File: src/rtl/pipe_mdu_if.sv
// pipe_mdu_if: request/result bundle between the EXE stage and the multiply/divide unit.
// The pipeline side drives requests through master; the MDU implements slave.
interface pipe_mdu_if #(
   parameter int WIDTH = 32
);
   logic             start;
   logic [2:0]       op;
   logic [WIDTH-1:0] a;
   logic [WIDTH-1:0] b;
   logic             flush;
   logic             busy;
   logic             done;
   logic [WIDTH-1:0] hi;
   logic [WIDTH-1:0] lo;

   modport master (output start, op, a, b, flush, input busy, done, hi, lo);
   modport slave  (input start, op, a, b, flush, output busy, done, hi, lo);
endinterface

File: src/rtl/pipe_mdu.sv
// pipe_mdu: iterative radix-2 multiply / restoring divide unit with HI/LO registers.
// Optional macro MDU_EARLY_OUT_EN lets multiplies finish once the remaining multiplier bits are zero.
module pipe_mdu #(
   parameter int WIDTH = 32
) (
   input  logic      clock,
   input  logic      reset,
   pipe_mdu_if.slave bus
);
   localparam int CW = $clog2(WIDTH);

   localparam logic [2:0] OP_MULT  = 3'b000;
   localparam logic [2:0] OP_MULTU = 3'b001;
   localparam logic [2:0] OP_DIV   = 3'b010;
   localparam logic [2:0] OP_DIVU  = 3'b011;
   localparam logic [2:0] OP_MTHI  = 3'b100;
   localparam logic [2:0] OP_MTLO  = 3'b101;

   typedef enum logic [1:0] {IDLE, CALC, FIX} state_t;

   state_t             state;
   logic [CW-1:0]      counter;
   logic [WIDTH-1:0]   hi;
   logic [WIDTH-1:0]   lo;
   logic               done;
   logic               is_div;
   logic               neg_q;
   logic               neg_r;
   logic               div_zero;
   logic [2*WIDTH-1:0] mcand;
   logic [2*WIDTH-1:0] prod;
   logic [WIDTH-1:0]   mplier;
   logic [WIDTH-1:0]   rem;
   logic [WIDTH-1:0]   quo;
   logic [WIDTH-1:0]   divisor;

   logic               signed_op;
   logic [WIDTH-1:0]   mag_a;
   logic [WIDTH-1:0]   mag_b;
   logic [2*WIDTH-1:0] prod_next;
   logic [2*WIDTH-1:0] prod_fixed;
   logic [WIDTH:0]     rem_shift;
   logic [WIDTH-1:0]   rem_diff;
   logic               div_ge;
   logic [WIDTH-1:0]   quo_fixed;
   logic [WIDTH-1:0]   rem_fixed;
   logic               early_out;

   // Datapath works on magnitudes; signs are reapplied in FIX.
   // A zero divisor makes every restoring step succeed, so the remainder
   // ends up as |a| and sign correction restores a itself.
   always_comb begin
      signed_op  = ~bus.op[0];
      mag_a      = (signed_op && bus.a[WIDTH-1]) ? -bus.a : bus.a;
      mag_b      = (signed_op && bus.b[WIDTH-1]) ? -bus.b : bus.b;
      prod_next  = mplier[0] ? (prod + mcand) : prod;
      rem_shift  = {rem, quo[WIDTH-1]};
      div_ge     = (rem_shift >= {1'b0, divisor});
      rem_diff   = rem_shift[WIDTH-1:0] - divisor;
      prod_fixed = neg_q ? -prod : prod;
      quo_fixed  = div_zero ? '1 : (neg_q ? -quo : quo);
      rem_fixed  = neg_r ? -rem : rem;
`ifdef MDU_EARLY_OUT_EN
      early_out  = !is_div && (mplier[WIDTH-1:1] == '0);
`else
      early_out  = 1'b0;
`endif
   end

   // Control FSM and all result/working registers.
   always_ff @(posedge clock or posedge reset) begin
      if (reset) begin
         state    <= IDLE;
         counter  <= '0;
         hi       <= '0;
         lo       <= '0;
         done     <= 1'b0;
         is_div   <= 1'b0;
         neg_q    <= 1'b0;
         neg_r    <= 1'b0;
         div_zero <= 1'b0;
         mcand    <= '0;
         prod     <= '0;
         mplier   <= '0;
         rem      <= '0;
         quo      <= '0;
         divisor  <= '0;
      end else begin
         done <= 1'b0;
         case (state)
            IDLE: begin
               if (bus.start && !bus.flush) begin
                  case (bus.op)
                     OP_MULT, OP_MULTU: begin
                        is_div  <= 1'b0;
                        neg_q   <= signed_op && (bus.a[WIDTH-1] ^ bus.b[WIDTH-1]);
                        neg_r   <= 1'b0;
                        mcand   <= {{WIDTH{1'b0}}, mag_a};
                        mplier  <= mag_b;
                        prod    <= '0;
                        counter <= CW'(WIDTH - 1);
                        state   <= CALC;
                     end
                     OP_DIV, OP_DIVU: begin
                        is_div   <= 1'b1;
                        neg_q    <= signed_op && (bus.a[WIDTH-1] ^ bus.b[WIDTH-1]);
                        neg_r    <= signed_op && bus.a[WIDTH-1];
                        div_zero <= (bus.b == '0);
                        quo      <= mag_a;
                        divisor  <= mag_b;
                        rem      <= '0;
                        counter  <= CW'(WIDTH - 1);
                        state    <= CALC;
                     end
                     OP_MTHI: hi <= bus.a;
                     OP_MTLO: lo <= bus.a;
                     default: ;
                  endcase
               end
            end
            CALC: begin
               if (bus.flush) begin
                  state <= IDLE;
               end else begin
                  if (is_div) begin
                     rem <= div_ge ? rem_diff : rem_shift[WIDTH-1:0];
                     quo <= {quo[WIDTH-2:0], div_ge};
                  end else begin
                     prod   <= prod_next;
                     mcand  <= mcand << 1;
                     mplier <= mplier >> 1;
                  end
                  if (counter == '0 || early_out) begin
                     state <= FIX;
                  end else begin
                     counter <= counter - 1'b1;
                  end
               end
            end
            FIX: begin
               state <= IDLE;
               if (!bus.flush) begin
                  if (is_div) begin
                     hi <= rem_fixed;
                     lo <= quo_fixed;
                  end else begin
                     hi <= prod_fixed[2*WIDTH-1:WIDTH];
                     lo <= prod_fixed[WIDTH-1:0];
                  end
                  done <= 1'b1;
               end
            end
            default: state <= IDLE;
         endcase
      end
   end

   assign bus.busy = (state != IDLE);
   assign bus.done = done;
   assign bus.hi   = hi;
   assign bus.lo   = lo;
endmodule

File: src/flat_wrapper.sv
// flat-port wrapper written by rule: the top's interface ports become plain ports
module pipe_mdu_flat 
#(
   parameter int WIDTH = 32
)
  (clock, reset, bus_start, bus_op, bus_a, bus_b, bus_flush, bus_busy, bus_done, bus_hi, bus_lo);
  pipe_mdu_if #(.WIDTH(WIDTH)) bus_i ();
  input  logic clock;
  input  logic reset;
  input wire logic [$bits(bus_i.start)-1:0] bus_start;
  input wire logic [$bits(bus_i.op)-1:0] bus_op;
  input wire logic [$bits(bus_i.a)-1:0] bus_a;
  input wire logic [$bits(bus_i.b)-1:0] bus_b;
  input wire logic [$bits(bus_i.flush)-1:0] bus_flush;
  output wire logic [$bits(bus_i.busy)-1:0] bus_busy;
  output wire logic [$bits(bus_i.done)-1:0] bus_done;
  output wire logic [$bits(bus_i.hi)-1:0] bus_hi;
  output wire logic [$bits(bus_i.lo)-1:0] bus_lo;
  assign bus_i.start = bus_start;
  assign bus_i.op = bus_op;
  assign bus_i.a = bus_a;
  assign bus_i.b = bus_b;
  assign bus_i.flush = bus_flush;
  assign bus_busy = bus_i.busy;
  assign bus_done = bus_i.done;
  assign bus_hi = bus_i.hi;
  assign bus_lo = bus_i.lo;
  pipe_mdu #(.WIDTH(WIDTH)) u_core (.clock(clock), .reset(reset), .bus(bus_i));
endmodule
File: config.mk
export PLATFORM = sky130hd
export DESIGN_NAME = pipe_mdu_flat
export DESIGN_NICKNAME = d
export VERILOG_FILES = /design/src/rtl/pipe_mdu_if.sv /design/src/rtl/pipe_mdu.sv /design/src/flat_wrapper.sv
export SDC_FILE = /design/constraint.sdc
export NUM_CORES = 1
export LEC_CHECK = 0
export CAP_MARGIN = 0
export CELL_PAD_IN_SITES_DETAIL_PLACEMENT = 0
export CELL_PAD_IN_SITES_GLOBAL_PLACEMENT = 1
export CORE_AREA = 2 2 209 416
export DETAILED_ROUTE_END_ITERATION = 16
export DIE_AREA = 0 0 211 418
export PLACE_DENSITY_LB_ADDON = 0.2
export SLEW_MARGIN = 10
export SYNTH_ARGS = -nofsm -noshare
export SYNTH_HDL_FRONTEND = slang
export SYNTH_SLANG_ARGS = --single-unit
File: constraint.sdc
create_clock -name clock -period 12.03 [get_ports clock]
set_input_delay 3.0075 -clock clock [delete_from_list [all_inputs] [get_ports clock]]
set_output_delay 3.0075 -clock clock [all_outputs]
set_load 0.01 [all_outputs]
== Yosys cells after proc, flatten, opt, wreduce, memory -nomap -nowiden ==
Cells that the tools add are included.

* Register bits after elaboration: 332
* Latch bits: 0
* RAM bits: 0
* ROM bits: 0
* Output and inout port bits: 66
* Memories: 0

* $add $sub $neg: 8
* Multipliers: 0
* Div/mod/pow operators: 0
* Magnitude comparators: 1
* Equal/unequal tests: 20
* Shift operators: 0
* Multiplexer cells: 57
* Bitwise operators: 2
* Reduce and logical (&&, ||, !) cells: 26

{| class="wikitable"
|+ Operators with widths
! operator !! count
|-
| $mux W32 || 26
|-
| $mux W64 || 10
|-
| $pmux W32 S2 || 5
|-
| $pmux W64 S2 || 2
|-
| $neg A32 Y32 || 4
|-
| $add A64 B64 Y64 || 1
|-
| $neg A64 Y64 || 1
|-
| $ge A33 B32 Y1 || 1
|-
| $logic_not A32 Y1 || 1
|-
| $sub A32 B32 Y32 || 1
|-
| $mux W5 || 4
|-
| $ne A2 B2 Y1 const B || 9
|-
| $reduce_and A5 Y1 || 3
|-
| $reduce_and A3 Y1 || 4
|-
| $pmux W5 S2 || 1
|-
| $mux W2 || 4
|-
| $reduce_and A4 Y1 || 2
|-
| $reduce_bool A2 Y1 || 4
|-
| $eq A3 B2 Y1 const B || 2
|-
| $eq A3 B3 Y1 const B || 2
|-
| $ne A2 B1 Y1 const B || 3
|-
| $reduce_and A6 Y1 || 1
|-
| $logic_not A5 Y1 || 1
|-
| $sub A5 B1 Y5 const B || 1
|-
| 15 further kinds || 21
|}

== Longest topological paths before layout ==
* Depth after elaboration: 6
* Depth in mapped cells: 13
* Gate-level depth less buffers: 13

== Least setup slack after synthesis ==
Ideal clock, no wire load.

* Path kind: input -> register
* Start point: input bus_b[4]
* End point: register u_core.mplier[29]
* Setup time: 0.133 ns
* Arrival: 5.300 ns
* Path slack: 6.597 ns
* Cell stages on the path: 9
* Path buffers: 0
* Path through: or3_1 > or4_1 > nand4b_1 > or4_1 > o41ai_1 > xor2_1 > nor2_1 > a21oi_1 > o21ai_0

* Word-level cells in the longest chain between the ends: 5

{| class="wikitable"
|+ Ends and longest elaborated chain
! item !! line !! text
|-
| start: declaration || flat_wrapper.sv:13 || <nowiki>input wire logic [$bits(bus_i.b)-1:0] bus_b;</nowiki>
|-
| $neg A32 Y32 || pipe_mdu.sv:55 || <nowiki>mag_b = (signed_op && bus.b[WIDTH-1]) ? -bus.b : bus.b;</nowiki>
|-
| $mux W32 || pipe_mdu.sv:55 ||
|-
| $mux W32 || pipe_mdu.sv:93 || <nowiki>case (bus.op)</nowiki>
|-
| $mux W32 || pipe_mdu.sv:92 || <nowiki>if (bus.start && !bus.flush) begin</nowiki>
|-
| $pmux W32 S2 || pipe_mdu.sv:90 || <nowiki>case (state)</nowiki>
|-
| end signal: assignment || pipe_mdu.sv:99 || <nowiki>mplier <= mag_b;</nowiki>
|-
| end signal: assignment || pipe_mdu.sv:131 || <nowiki>mplier <= mplier >> 1;</nowiki>
|-
| end: declaration || pipe_mdu.sv:32 || <nowiki>logic [WIDTH-1:0] mplier;</nowiki>
|}

No other way between the ends. The select of a mux whose other input is x is not followed.
A chain may end at the register's enable or synchronous reset.

== Worst setup path after layout ==
* Start point: input bus_a[5]
* End point: register u_core.quo[27]

* Word-level cells in the longest chain between the ends: 5

{| class="wikitable"
|+ Ends and longest elaborated chain
! item !! line !! text
|-
| start: declaration || flat_wrapper.sv:12 || <nowiki>input wire logic [$bits(bus_i.a)-1:0] bus_a;</nowiki>
|-
| $neg A32 Y32 || pipe_mdu.sv:54 || <nowiki>mag_a = (signed_op && bus.a[WIDTH-1]) ? -bus.a : bus.a;</nowiki>
|-
| $mux W32 || pipe_mdu.sv:54 ||
|-
| $mux W32 || pipe_mdu.sv:93 ||
|-
| $mux W32 || pipe_mdu.sv:92 ||
|-
| $pmux W32 S2 || pipe_mdu.sv:90 ||
|-
| end signal: assignment || pipe_mdu.sv:109 || <nowiki>quo <= mag_a;</nowiki>
|-
| end signal: assignment || pipe_mdu.sv:127 || <nowiki>quo <= {quo[WIDTH-2:0], div_ge};</nowiki>
|-
| end: declaration || pipe_mdu.sv:34 || <nowiki>logic [WIDTH-1:0] quo;</nowiki>
|}

No other way between the ends. The select of a mux whose other input is x is not followed.

==> key figures <==
Timing
  – Final setup violation count: 0
  – Post-route clock skew: 0.0426 ns
  – Period minus WS final: 5.95 ns
  – RSZ-0062 raised after global routing: no
  – Crit share post-route: 0.495
  – Post-route setup TNS: 0 ns
  – Final hold violation count: 0
  – Final Max Tran Viols: 0
  – Worst-margin pin slew: 1.22 ns
  – FMAX: 168 MHz
  – Relative slew slack: 0.183

Cells and area
  – Fillers: 8945
  – Final cell count without fillers: 4079
  – Area growth, synth to finish: 15.5%
  – Fin nets: 3156
  – Register area: 0.00831 sq mm
  – Multi-input logic area: 0.0145 sq mm
  – Layout cells sized above 1: 0.0459

Placement
  – DPL Wire Length: 81.3 mm
  – Port bufs: 136
  – RePlAce Congestion: 0.982
  – Placed Cells: 4013

Power and ir drop
  – Internal power: 0.00271 W
  – Clock share of power: 0.260
  – Reg power frac: 0.354
  – Pleak: 11.8 nW
  – PD cells: 173 mW/mm^2
  – Combinational share of power: 0.385
  – Peak supply drop: 0.0907 mV
  – Net Sw Frac: 0.427
  – Sw Pwr: 0.00202 W

Worst setup path
  – Startpoint Class: input pin
  – Max FO, Critical Path: 5
  – Critical path type: input pin to register
  – Worst path required time: 12.56 ns
  – Crit end category: register
  – Worst EP arrival: 6.48 ns

Yosys
  – Post-synthesis cell area: 0.0236 sq mm
  – Mapped Cells: 2946
  – Sequential area share after synthesis: 0.351
  – Post-synth EDFFs: 0
  – Top_reg_cell synth: dfrtp_1
  – Synth unique cells: 77
  – Syn Nets: 3121
  – Yosys warns: 0
  – Flops & latches, synth: 332
  – Syn_area_per_cell: 8.02 sq um
  – FFs w/ async S/R, synth: 1.00

Floorplan
  – Row count: 151
  – Initial core utilization: 0.279
  – Core area: 0.0848 sq mm
  – Die width: 211 um
  – Die ar.: 0.0882 sq mm
  – Num ports: 137
  – Die extent in y: 418 um

Clock network
  – Root Driver: clkbuf_16
  – CTS resizes: 0
  – CTS tree: built
  – Clk Latency, worst-skew pair: 0.61 ns
  – Worst-path clk slew: 0.06 ns
  – Post-CTS Setup Repair Bufs: 0
  – CTS H-tree lvls: 2
  – Post-CTS Hold Fix Bufs: 0
  – CTS Buf Count: 37
  – Clock Sink Count: 332
  – Clk buf depth: 3

Detailed routing
  – Vias per std cell: 5.55
  – # DRC: 0
  – Pre-antenna DRT Iters: 5
  – Via Count: 22600
  – Initial DRC Count: 1581
  – WL final: 104 mm
  – Post-route ant nets: 0
  – WL per Instance: 25.5 um

GRT
  – Largest net degree at the start of global routing: 153
  – Number of global-route vias before repair: 23000
  – Grt ovf: 0
  – Number of antenna violations at the first check in global routing: 1
  – First-pass GRT wire length: 152 mm
  – Tot GR Track Use: 0.234

Run status
  – Status: complete, no violations

Flow run
  – Max cap viols: 0

Hold path
  – Hold crit path type: register to register
-- cells by family (layout without fill, tap and decap cells) --
| family | after synthesis | count (layout) | synth area share |
|---|---|---|---|
| compound gates | 1011 | 1011 | 0.258 |
| other cells | 0 | 1 | 0 |
| xor+xnor | 260 | 260 | 0.0963 |
| buf+inv | 256 | 317 | 0.0408 |
| simple gates | 950 | 950 | 0.184 |
| mux | 33 | 33 | 0.0141 |
| fa+ha+maj | 104 | 104 | 0.0557 |
| flops | 332 | 332 | 0.351 |
-- synthesized netlist by cell type (all sizes together) (22+ instances only) --
library cell,instances,area share
nand4,35,0.0095
inv,83,0.013
nand2,462,0.073
dfrtp,332,0.35
xor2,122,0.045
clkbuf,161,0.026
nor2,176,0.028
mux2i,30,0.013
a31oi,22,0.0058
a21o,59,0.019
xnor2,138,0.051
or3,29,0.0077
nand3,51,0.011
ha,102,0.054
a221oi,25,0.0093
or4,33,0.011
o21ai,414,0.088
o31ai,54,0.017
a21oi,245,0.052
o41ai,28,0.011
nor3,51,0.011
nor4,25,0.0069
-- final timing paths --
kind                       slack, ns                         start  depth (start not counted)                           end
setup / recovery                6.08                      bus_a[5]                         10    u_core.quo[27]$_DFFE_PP0P_
hold / removal                  0.48  u_core.bus.lo[8]$_DFFE_PP0P_                          1  u_core.bus.lo[8]$_DFFE_PP0P_
setup reg to reg                6.93    u_core.prod[0]$_DFFE_PP0P_                         12   u_core.prod[58]$_DFFE_PP0P_
hold reg to reg                 0.48  u_core.bus.lo[8]$_DFFE_PP0P_                          1  u_core.bus.lo[8]$_DFFE_PP0P_
max in group asynchronous       7.46                         reset                          4   u_core.prod[31]$_DFFE_PP0P_
min in group asynchronous       2.99                         reset                          3  u_core.bus.lo[6]$_DFFE_PP0P_
-- cells in the final DEF, fill, tap and decap left out, drive strengths merged, types with 6 or more instances in the layout --
cell type and n:
inv 83, o21ai 414, a31oi 22, nor4 25, a21o 59, nand2b 18
a211oi 13, a21oi 245, nor2b 15, nand4 35, clkinv 10, buf 32
xor2 122, o221ai 11, o211ai 14, xnor2 138, o41ai 28, nor2 176
ha 102, a21boi 7, and2 6, nand2 462, dfrtp 332, clkdlybuf4s50 136
nor3 51, clkbuf 48, o31ai 54, or4 33, or3 29, o21bai 19
a22oi 12, a221oi 25, a32oi 9, or2 12, and3 12, nand3 51
o21a 16, o22ai 15, a2111oi 6, mux2i 30
-- power by group through the flow --
stage | logic [W] | clock network (W) | registers [W]
after global placement | 0.00180 | 0 | 0.00169
final | 0.00182 | 0.00123 | 0.00168
after global routing | 0.00199 | 0.00130 | 0.00170
after CTS | 0.00182 | 0.00127 | 0.00167
after detailed placement | 0.00181 | 0 | 0.00169
after floorplan | 0.00113 | 0 | 0.00156
-- critical path: stages --
cell,delay (ns)
clkdlybuf4s50_1,0.52
or4_1,0.64
nor4b_1,0.54
nor4bb_1,0.68
and2_1,0.29
nand2_1,0.09
o21ai_0,0.23
xnor2_1,0.19
o22ai_1,0.12
a21oi_1,0.18
-- registers in the layout (all words and copies together), names as in the netlist, 2 cells and up --
name	count
u_core.mcand	64
u_core.prod	64
u_core.bus.hi	32
u_core.bus.lo	32
u_core.divisor	32
u_core.mplier	32
u_core.quo	32
u_core.rem	32
u_core.counter	5
u_core.state	2
-- per-stage QoR --
step | power [W] | hold WS (ns) | cell area, sq um | worst slack, ns | utilization
6_report | 0.00473 | 0.475 | 27300 | 6.08 | 0.322
5_1_grt | 0.00499 | 0.502 | 27300 | 5.78 | 0.322
4_1_cts | 0.00477 | 0.480 | 27300 | 6.19 | 0.322
3_5_place_dp | 0.00351 | 0.465 | 26000 | 5.56 | 0.307
3_3_place_gp | 0.00349 | 0.460 | 26000 | 5.46 | 0.307
2_1_floorplan | 0.00269 | 0.449 | 23600 | 4.59 | -
-- metal layers --
| layer | vias up | routed length (um) | GRT usage |
|---|---|---|---|
| li1 | 10700 | - | - |
| met5 | - | 0 | 0 |
| met4 | 0 | 10300 | 0.196 |
| met3 | 256 | 3540 | 0.0254 |
| met1 | 11000 | 34200 | 0.220 |
| met2 | 711 | 56000 | 0.446 |
-- cell type report --
| class | instances | area share |
|---|---|---|
| Antenna cell | 1 | 0.0000917 |
| Clock buffer | 48 | 0.0380 |
| Clock inverter | 17 | 0.00802 |
| Inverter | 84 | 0.0117 |
| Multi-Input combinational cell | 2358 | 0.530 |
| Sequential cell | 332 | 0.304 |
| Tap cell | 1071 | 0.0491 |
| Timing Repair Buffer | 168 | 0.0591 |
No activity file was read; power rests on OpenSTA's default activity.
